`config.mk`:
```
export PLATFORM = sky130hd
export DESIGN_NAME = fetch_unit
export DESIGN_NICKNAME = d
export VERILOG_FILES = /design/src/rtl/fetch_unit.sv
export SDC_FILE = /design/constraint.sdc
export NUM_CORES = 1
export LEC_CHECK = 0
export ABC_AREA = 1
export BUFFER_PORTS_ARGS = -buffer_cell sky130_fd_sc_hd__buf_2
export CAP_MARGIN = 0
export CORE_MARGIN = 8
export CORE_UTILIZATION = 40
export CTS_CLUSTER_SIZE = 24
export DETAILED_ROUTE_END_ITERATION = 6
export PLACE_DENSITY = 0.73
export SYNTH_ARGS = -nofsm -noshare
export SYNTH_HDL_FRONTEND = slang
export SYNTH_SLANG_ARGS = --single-unit
```
`constraint.sdc`:
```
create_clock -name clk -period 7.93 [get_ports clk]
set_input_delay 0.793 -clock clk [delete_from_list [all_inputs] [get_ports clk]]
set_output_delay 0.793 -clock clk [all_outputs]
set_load 0.01 [all_outputs]
```
`src/rtl/fetch_unit.sv`:
```
// Instruction fetch stage: PC sequencing, imem handshake,
// one-entry skid buffer behind a stalled decode, branch redirect.
module fetch_unit #(
  parameter logic [63:0] RESET_PC = 64'h0
) (
  input  logic        clk,
  input  logic        reset,
  output logic        imem_req,
  output logic [63:0] imem_addr,
  input  logic        imem_ack,
  input  logic [31:0] imem_data,
  input  logic        stall,
  input  logic        br_taken,
  input  logic [63:0] br_base,
  input  logic [63:0] br_offset,
  output logic [31:0] instr,
  output logic [63:0] instr_pc,
  output logic        instr_valid,
  output logic [1:0]  seu_sel
);

  typedef enum logic [1:0] {
    IDLE,
    FETCH,
    HOLD
  } state_t;

  state_t      state;
  state_t      state_nx;
  logic [63:0] pc;
  logic [63:0] br_sum;
  logic [63:0] br_tgt;
  logic [31:0] skid_instr;
  logic [63:0] skid_pc;
  logic        skid_valid;
  logic        ack_ok;
  logic        out_busy;

  assign br_sum    = br_base + br_offset;
  assign br_tgt    = {br_sum[63:2], 2'b00};
  assign out_busy  = instr_valid && stall;
  assign ack_ok    = imem_ack && (state == FETCH) && !br_taken;
  assign imem_addr = {pc[63:2], 2'b00};

  // State register
  always_ff @(posedge clk or posedge reset) begin
    if (reset) state <= IDLE;
    else       state <= state_nx;
  end

  // Next state and request; a redirect always lands in FETCH
  always_comb begin
    state_nx = state;
    imem_req = 1'b0;
    unique case (state)
      IDLE: state_nx = FETCH;
      FETCH: begin
        imem_req = !skid_valid;
        if (imem_ack && out_busy) state_nx = HOLD;
      end
      HOLD: if (!stall) state_nx = FETCH;
      default: state_nx = IDLE;
    endcase
    if (br_taken) state_nx = FETCH;
  end

  // PC, output register and skid buffer
  always_ff @(posedge clk or posedge reset) begin
    if (reset) begin
      pc          <= RESET_PC;
      instr       <= 32'h0;
      instr_pc    <= 64'h0;
      instr_valid <= 1'b0;
      skid_instr  <= 32'h0;
      skid_pc     <= 64'h0;
      skid_valid  <= 1'b0;
    end else if (br_taken) begin
      pc          <= br_tgt;
      instr_valid <= 1'b0;
      skid_valid  <= 1'b0;
    end else if (ack_ok) begin
      pc <= pc + 64'd4;
      if (out_busy) begin
        skid_instr <= imem_data;
        skid_pc    <= imem_addr;
        skid_valid <= 1'b1;
      end else begin
        instr       <= imem_data;
        instr_pc    <= imem_addr;
        instr_valid <= 1'b1;
      end
    end else if (!stall) begin
      if (skid_valid) begin
        instr      <= skid_instr;
        instr_pc   <= skid_pc;
        skid_valid <= 1'b0;
      end else begin
        instr_valid <= 1'b0;
      end
    end
  end

  // Immediate-extender format select decoded from the held word
  always_comb begin
    seu_sel = 2'b00;
    unique case (1'b1)
      (instr[31:26] == 6'b000101),
      (instr[31:26] == 6'b100101):        seu_sel = 2'b10;
      (instr[31:24] == 8'b10110100),
      (instr[31:24] == 8'b10110101),
      (instr[31:24] == 8'b01010100):      seu_sel = 2'b11;
      (instr[31:21] == 11'b11111000010),
      (instr[31:21] == 11'b11111000000):  seu_sel = 2'b01;
      default:                            seu_sel = 2'b00;
    endcase
  end

endmodule

```
After elaboration in Yosys (flattened, before gate mapping)
Index checks and enable logic that the tools add are counted.
{"block": "word_totals", "ff_bits": 258, "latch_bits": 0, "mem_bits_rw": 0, "mem_bits_ro": 0, "elab_cells": 70, "n_memories": 0}
{"block": "op_classes", "add_sub_neg": 2, "mul": 0, "div_mod_pow": 0, "order_cmp": 0, "n_eq_ne": 17, "shifts": 0, "mux": 25, "bitwise_logic": 1, "reduce_logical": 17}
{"op": "2-to-1 mux 64 bit", "count": 6}
{"op": "2-to-1 mux 32 bit", "count": 4}
{"op": "adder 64 x 3 -> 64 bit, second input constant", "count": 1}
{"op": "adder 64 bit", "count": 1}
{"op": "equality test 11 bit, second input constant", "count": 2}
{"op": "equality test 8 bit, second input constant", "count": 2}
{"op": "one-hot mux 2 bit (3 select lines)", "count": 2}
{"op": "2-to-1 mux 1 bit", "count": 10}
{"op": "inequality test 3 x 2 -> 1 bit, second input constant", "count": 3}
{"op": "equality test 8 x 7 -> 1 bit, second input constant", "count": 1}
{"op": "equality test 6 x 3 -> 1 bit, second input constant", "count": 1}
{"op": "equality test 6 bit, second input constant", "count": 1}
{"op": "2-to-1 mux 2 bit", "count": 3}
{"op": "inequality test 3 bit, second input constant", "count": 2}
{"op": "AND reduction 3 bit", "count": 2}
{"op": "logical AND 1 bit", "count": 4}
{"op": "AND reduction 2 bit", "count": 2}
{"op": "AND reduction 4 bit", "count": 1}
{"op": "nonzero test 2 bit", "count": 2}
{"op": "OR reduction 2 bit", "count": 2}
{"op": "inequality test 3 x 1 -> 1 bit, second input constant", "count": 1}
{"op": "OR reduction 3 bit", "count": 1}
{"op": "equality test 2 x 1 -> 1 bit, second input constant", "count": 1}
{"op": "equality test 2 bit, second input constant", "count": 1}
{"op": "5 further kinds", "count": 6}

Logic depth before layout (Yosys ltp)
Gate-level depths: netlist of the first run.
{"block": "logic_depth", "word_depth": 5, "ltp_mapped": 18, "ltp_nobuf": 18}

Least setup slack after synthesis of the first run
OpenSTA, ideal clock, no wires.
{"block": "synth_timing", "path_type": "in2reg", "start": "input port br_base[2]", "end": "register pc[35]", "setup_time_ps": 113, "arrival_ps": 2223, "required_ps": 7817, "slack_ps": 5594, "cell_stages": 17, "n_path_buf": 0, "path_cell_list": "ha_1 -> nand2_1 -> inv_1 -> nand2_1 -> nand2_1 -> nand2_1 -> nand2_1 -> nand2_1 -> nand2_1 -> nand2_1 -> nand2_1 -> a21oi_1 -> nor2_1 -> nor2_1 -> nand2_1 -> nand2_1 -> inv_1"}
{"block": "synth_between", "elab_chain_cells": 2}
{"element": "from (decl)", "line_no": "14", "rtl": "input logic [63:0] br_base,"}
{"element": "adder 64 bit", "line_no": "39", "rtl": "assign br_sum = br_base + br_offset;"}
{"element": "2-to-1 mux 64 bit", "line_no": "77", "rtl": "end else if (br_taken) begin"}
{"element": "to (signal assigned)", "line_no": "78", "rtl": "pc <= br_tgt;"}
{"element": "to (signal assigned)", "line_no": "82", "rtl": "pc <= pc + 64'd4;"}
{"element": "to (decl)", "line_no": "30", "rtl": "logic [63:0] pc;"}
Every way passes these cells.
A chain may end at the register's enable or synchronous reset.

Worst setup path after layout of the first run
{"block": "layout_timing", "start": "register state[1]", "end": "register instr_pc[11]"}
{"block": "layout_between", "elab_chain_cells": 5}
{"element": "from (decl)", "line_no": "28", "rtl": "state_t state;"}
{"element": "from (signal assigned)", "line_no": "48", "rtl": "else state <= state_nx;"}
{"element": "equality test 2 x 1 -> 1 bit *", "line_no": "42", "rtl": "assign ack_ok = imem_ack && (state == FETCH) && !br_taken;"}
{"element": "logical AND 1 bit * (2 in a row)", "line_no": "42"}
{"element": "inequality test 2 bit (no source line), or another cell as far along"}
{"element": "AND reduction 4 bit (no source line)"}
{"element": "to (signal assigned)", "line_no": "89", "rtl": "instr_pc <= imem_addr;"}
{"element": "to (signal assigned)", "line_no": "95", "rtl": "instr_pc <= skid_pc;"}
{"element": "to (decl)", "line_no": "17", "rtl": "output logic [63:0] instr_pc,"}
Mark *: on every way between the ends. The rest lies on a longest branch, timed or not.

==> metrics.yaml, run 1 <==
cts-resized-gates: 0
synth-seq-cells: 254
synth_flop_cell: "dfrtp_1"
syn_area_per_cell_um2: 6.58
rows: 77
synthCells: 2685
htreeDepth: 1
drtIter0Drc: 1597
crit_path_end_kind: "register"
synth-seq-area-share_pct: 36.0
cts_hold_buffers: 0
startpoint: "state[1]"
maxSlewViolCount: 0
core_area_um2: 43900
synthDistinctLibCells: 52
die-area_um2: 51200
final.setup.tns_ps: 0
clock_path_buffers: 3
vdd.ir_drop.worst_v: 0.000148
grt_use_total_pct: 24.0
gp_congestion: 0.969
path_cells: "inv_2, nand2_1, nor2_2, buf_4, inv_2, nor2_4, buf_4, buf_4, nand2_1, o31ai_4, buf_4, nor2_1, a31oi_1"
detailed_place.area_um2: 19800
reg2reg_from: "state[1]"
critPathLaunchType: "register"
vias_per_cell: 5.19
grt_use_met1_pct: 32.0
report.final.setup_viol: 0
yosys_warnings: 0
path_class: "reg2reg"
slew_headroom_pct: 32.6
crit_fanout: 90
worstMarginPinSlew_ps: 1010
required_ps: 8380
antenna_left: 0
grt_pass1_wl_um: 98100
fin_worst_skew_ps: 12.2
avgRoutedWirePerCell_um: 17.7
grt-ovfl-total: 0
outcome: "finished clean"
r2r-end: "instr_pc[11]"
synth_async_sr_flop_share_pct: 100
p_per_area_nw_per_um2: 222
hold_class: "in2async"
clock_latency_ps: 540
cp.depth: 13
finalCriticalPeriod_ps: 3830
cts_root_buf: "clkbuf_16"
rsz0062_at_grt: "false"
fin_hold_ws_ps: 443
initial_core_util_pct: 40.2
cts_tree: "done"
cts_buffers: 26
rrSetupSlack_ps: 4100
grt_max_degree: 128
cpPeakStageDelay_ps: 710
post_cts_buffers: 0
grtUsageMet3_pct: 3.03
fin_crit_sh_pct: 48.4
critical_path.top_delay_family: "buffers and inverters"
hpwl_um: 49400
grt_pass1_vias: 17800
r2r_cells: 13
nets: 3192
critPathBufInv: 6
area_growth_pct: 17.3
critPathMostFrequentCell: "buf_4"
maxCapViolCount: 0
die_y_um: 226
post-route-cell-area_um2: 20700
finalHoldViolations: 0
syn_area_um2: 17700
p_leak_nw: 10.6
fmaxAchievable_mhz: 261
vias: 18600
num-fill-cells: 4624
drc: 0
grt-busiest-layer: "met2"
crit_end: "instr_pc[11]"
die_x_um: 226
drt_wl_total_um: 63200
firstDrtPassIters: 5
portBuffers: 324
multi_input_area_um2: 9690
worstPathArrival_ps: 4290
drive_above_1_share_pct: 15.1
antenna_found_initial: 1
layout.area.seq_um2: 6360
clk_pin_slew_ps: 60
grtUsageMet2_pct: 39.5
clkSinkCount: 254
cp_slowest_cell: "buf_4"
synth_edf_count: 0
pin_count: 329
## worst reg2reg max path: stages (launching register included)
cell     delay [ps]
dfrtp_1         390
inv_2            60
nand2_1          60
nor2_2           80
buf_4           280
inv_2           270
nor2_4          140
buf_4           400
buf_4           660
nand2_1         210
o31ai_4         130
buf_4           710
nor2_1          180
a31oi_1         180
## Yosys cell counts (2+ instances only)
cell | instances | share of area [%]
nor2_4 | 9 | 0.57
a21oi_1 | 130 | 3.7
nand4_2 | 3 | 0.21
ha_1 | 63 | 4.5
nand3_1 | 143 | 4.1
o22ai_1 | 9 | 0.32
nand4_1 | 37 | 1.3
buf_1 | 13 | 0.28
a21o_1 | 4 | 0.17
a22oi_1 | 5 | 0.21
nor3_2 | 4 | 0.23
o21ai_1 | 17 | 0.48
nor4_1 | 7 | 0.25
o31ai_1 | 4 | 0.17
nor3b_1 | 2 | 0.085
o21bai_1 | 19 | 0.81
xor2_1 | 13 | 0.64
o21a_1 | 3 | 0.13
a31oi_1 | 95 | 3.4
xnor2_1 | 9 | 0.45
nor2_1 | 316 | 6.7
nor2_2 | 15 | 0.53
nand3b_1 | 7 | 0.30
buf_2 | 28 | 0.79
o21ai_0 | 159 | 4.5
clkbuf_1 | 43 | 0.91
nand3_2 | 3 | 0.17
dfrtp_1 | 254 | 36
or2_2 | 5 | 0.18
nand2_1 | 867 | 18
inv_2 | 10 | 0.21
nand2_2 | 7 | 0.25
o211ai_1 | 6 | 0.25
buf_4 | 6 | 0.25
inv_1 | 320 | 6.8
nor3_1 | 32 | 0.91
or2_0 | 3 | 0.11
## how the worst min path moves through the flow
stage	endpoint	slack (ps)	depth (start not counted)
after floorplan	skid_instr[0]	450	2
after global placement	skid_pc[56]	470	2
after detailed placement	skid_pc[45]	470	2
after CTS	instr_pc[3]	470	2
after global routing	skid_pc[37]	500	2
final	instr_pc[10]	440	2
## stage by stage
step / cells / utilization [%] / total power (W) / worst slack, ps
after detailed placement: 3528 / 45.0 / 0.00327 / 3710
after global routing: 3577 / 47.2 / 0.00489 / 3790
after floorplan: 2688 / - / 0.00269 / 152
after CTS: 3576 / 47.2 / 0.00463 / 4140
final: 3577 / 47.2 / 0.00460 / 4100
after global placement: 3528 / 45.0 / 0.00324 / 3770
## cell type report
cell class              count  area share (%)
multi-input cells        2013            46.7
repair buffers            338            8.33
well taps                 592            3.57
clock inverters             9           0.592
inverters                 331            6.04
clock buffers              39            4.06
flip-flops and latches    254            30.7
diodes                      1          0.0121
## sequential cells by signal (all words and copies together), names as in the netlist
signal / flops
instr_pc: 62
pc: 62
skid_pc: 62
instr: 32
skid_instr: 32
state: 2
instr_valid: 1
skid_valid: 1
## placed cells by master (no fill, tap or decap), types with 6 or more instances in the layout
master,n
buf_2,324
nand3b_1,7
nor2_2,15
nand2_2,8
xor2_1,13
inv_2,9
dfrtp_1,254
buf_4,14
xnor2_1,9
ha_1,63
o21ai_0,159
clkinv_2,7
a31oi_1,95
o21bai_1,19
nand2_1,866
clkbuf_8,12
nand4_1,37
nor4_1,7
nor3_1,32
inv_1,319
a21oi_1,130
o211ai_1,6
nand3_1,143
nor2_4,9
o21ai_1,17
nor2_1,316
o22ai_1,9
clkbuf_16,27
## power by group
part	switching (W)	leakage (nW)	internal [W]
Clock	0.000522	0.481	0.000827
Sequential	0.000281	3.06	0.00159
Combinational	0.000882	7.10	0.000498
Total	0.00168	10.6	0.00292
## routing by layer
layer	share of wire (%)	wire, µm
met1	45	28200
met2	45	28500
met3	6.9	4350
met4	3.5	2190
met5	0	0
## cell families (layout without fill, tap and decap cells)
kind of cell | Yosys count | count (layout) | synth area share (%)
AO/OA/AOI/OAI | 458 | 458 | 14.5
XOR/XNOR | 22 | 22 | 1.09
adder cells (fa/ha/maj) | 63 | 63 | 4.46
buffers and inverters | 421 | 717 | 9.28
flip-flops | 254 | 254 | 36.0
other | 1 | 5 | 0.0212
AND/OR/NAND/NOR | 1466 | 1466 | 34.7
No activity file was read; power rests on OpenSTA's default activity.
==> run 2: changes to the inputs <==
clock period = 3.2 ns   (was 7.93 ns; I/O delays follow)
==> run 2 against run 1 <==
Compared with the run above: cell count rose by 0.28%; sequential share of layout area fell by 0.17 points; combinational power rose to 2.5 times the previous value; largest cell class unchanged; power rose by 150%; die area did not move; clock skew rose by 5.1 ps; flip-flop and latch count did not move; global-route usage rose by 0.90 points; cell area rose by 0.56%.
==> metrics.yaml, run 2 (synthesis results as in run 1) <==
largestRegisters: "instr_pc (62), pc (62), skid_pc (62)"
p_comb_share_pct: 30.2
finalCriticalPeriod_ps: 2500
die_y_um: 226
maxSlewViolCount: 0
p_int_w: 0.00723
placed_cells: 3536
grt_pass1_vias: 17900
pin_count: 329
power_w: 0.0115
fin_hold_ws_ps: 45.0
r2r_cells: 13
die_x_um: 226
hpwl_um: 51300
finalHoldViolations: 0
drtIter0Drc: 1560
gp_congestion: 0.995
drt_wl_total_um: 64900
antenna_found_initial: 0
area_growth_pct: 18.0
maxCapViolCount: 0
clock_latency_ps: 560
crit_fanout: 5
post_cts_buffers: 0
required_ps: 3650
grt-ovfl-total: 0
rows: 77
final_common_cell: "nand2_1"
portBuffers: 324
final_cell_count_no_fill: 3587
cts-resized-gates: 0
report.final.setup_viol: 0
p_leak_nw: 10.7
nets: 3202
cts_buffers: 27
drc: 0
grt-busiest-layer: "met2"
avgRoutedWirePerCell_um: 18.1
vias_per_cell: 5.20
path_class: "reg2reg"
critPathLaunchType: "register"
vdd.ir_drop.worst_v: 0.000437
grtUsageMet3_pct: 3.36
slew_headroom_pct: 38.7
grt_pass1_wl_um: 101000
clock_path_buffers: 3
firstDrtPassIters: 6
fin_worst_skew_ps: 17.3
antenna_left: 0
grtUsageMet2_pct: 39.9
p_sw_share_pct: 37.0
seqPwrFrac_pct: 40.2
cts_tree: "done"
worstPathArrival_ps: 2960
fin_crit_sh_pct: 78.3
worstMarginPinSlew_ps: 917
grt_use_total_pct: 24.9
initial_core_util_pct: 40.2
core_area_um2: 43900
fin_util_pct: 47.4
crit_path_end_kind: "register"
final_cell_mix: "866 x nand2_1, 324 x buf_2, 319 x inv_1, 316 x nor2_1, 254 x dfrtp_1"
cts_root_buf: "clkbuf_16"
p_switching_w: 0.00425
drive_above_1_share_pct: 15.3
hold_class: "in2reg"
p_per_area_nw_per_um2: 551
clkSinkCount: 254
outcome: "finished clean"
fmaxAchievable_mhz: 399
clockPowerShare_pct: 29.6
antenna_cells: 0
grt_use_met1_pct: 34.1
vias: 18700
die-area_um2: 51200
clk_pin_slew_ps: 70
grt_max_degree: 155
worstHoldPathCells: 3
htreeDepth: 1
rsz0062_at_grt: "false"
[run 2: cell count changes in the layout (fill, tap and decap cells not counted), moves of 2 or more]
| cell | previous run | this run |
|---|---|---|
| buf_12 | 0 | 4 |
| buf_4 | 14 | 18 |
| clkbuf_1 | 0 | 2 |
| clkbuf_8 | 12 | 7 |
| clkinv_2 | 7 | 9 |
| inv_6 | 0 | 2 |
[run 2: path summary, 6_finish.rpt]
check                              start           to  slack [ps]
max                                pc[3]       pc[54]         700
min                        imem_data[20]    instr[20]          50
max reg2reg                        pc[3]       pc[54]         700
min reg2reg                  skid_pc[44]  skid_pc[44]         480
max in group asynchronous          reset       pc[32]        1730
min in group asynchronous          reset    instr[19]         540
[run 2: layout make-up]
type,count,area (µm²)
Sequential cell,254,6360
Clock buffer,36,779
Multi-Input combinational cell,2013,9690
Clock inverter,14,184
Tap cell,592,741
Inverter,331,1250
Timing Repair Buffer,347,1850
Fill cell,4625,23100
[run 2: routing by layer]
layer | vias to the layer above | wire (µm)
li1 | 9269 | -
met1 | 8527 | 29000
met2 | 720 | 28900
met3 | 138 | 4460
met4 | 0 | 2490
met5 | - | 0
[run 2: timing repair]
item                                    4_1_cts  5_1_grt
endpoints found under the setup margin        0        0
hold buffers                                  1        0
endpoints found under the hold margin        30        0
[run 2: worst max-delay path, cell delays in order, from the launching register on]
cell,delay (ps)
dfrtp_1,460
ha_1,300
nand2_2,110
nor2_4,150
nand2_1,80
nor2_2,180
nand2_1,80
nor2_1,210
nand4_1,210
nor3_1,220
or2_1,130
nand3_1,130
nand2_1,110
inv_1,40
[run 2: metrics by stage]
step / worst slack (ps) / instance area, µm² / TNS (ps)
finish: 696 / 20800 / 0
global route: 542 / 20800 / 0
CTS: 690 / 20800 / 0
detailed placement: 373 / 19900 / 0
global placement: 258 / 19900 / 0
floorplan: -464 / 17700 / -117770
[run 2: power by group through the flow]
stage / Clock (W) / Combinational [W] / Sequential, W
after floorplan: 0 / 0.00200 / 0.00465
after global placement: 0 / 0.00343 / 0.00464
after detailed placement: 0 / 0.00346 / 0.00466
after CTS: 0.00347 / 0.00347 / 0.00461
after global routing: 0.00360 / 0.00391 / 0.00471
final: 0.00340 / 0.00347 / 0.00462
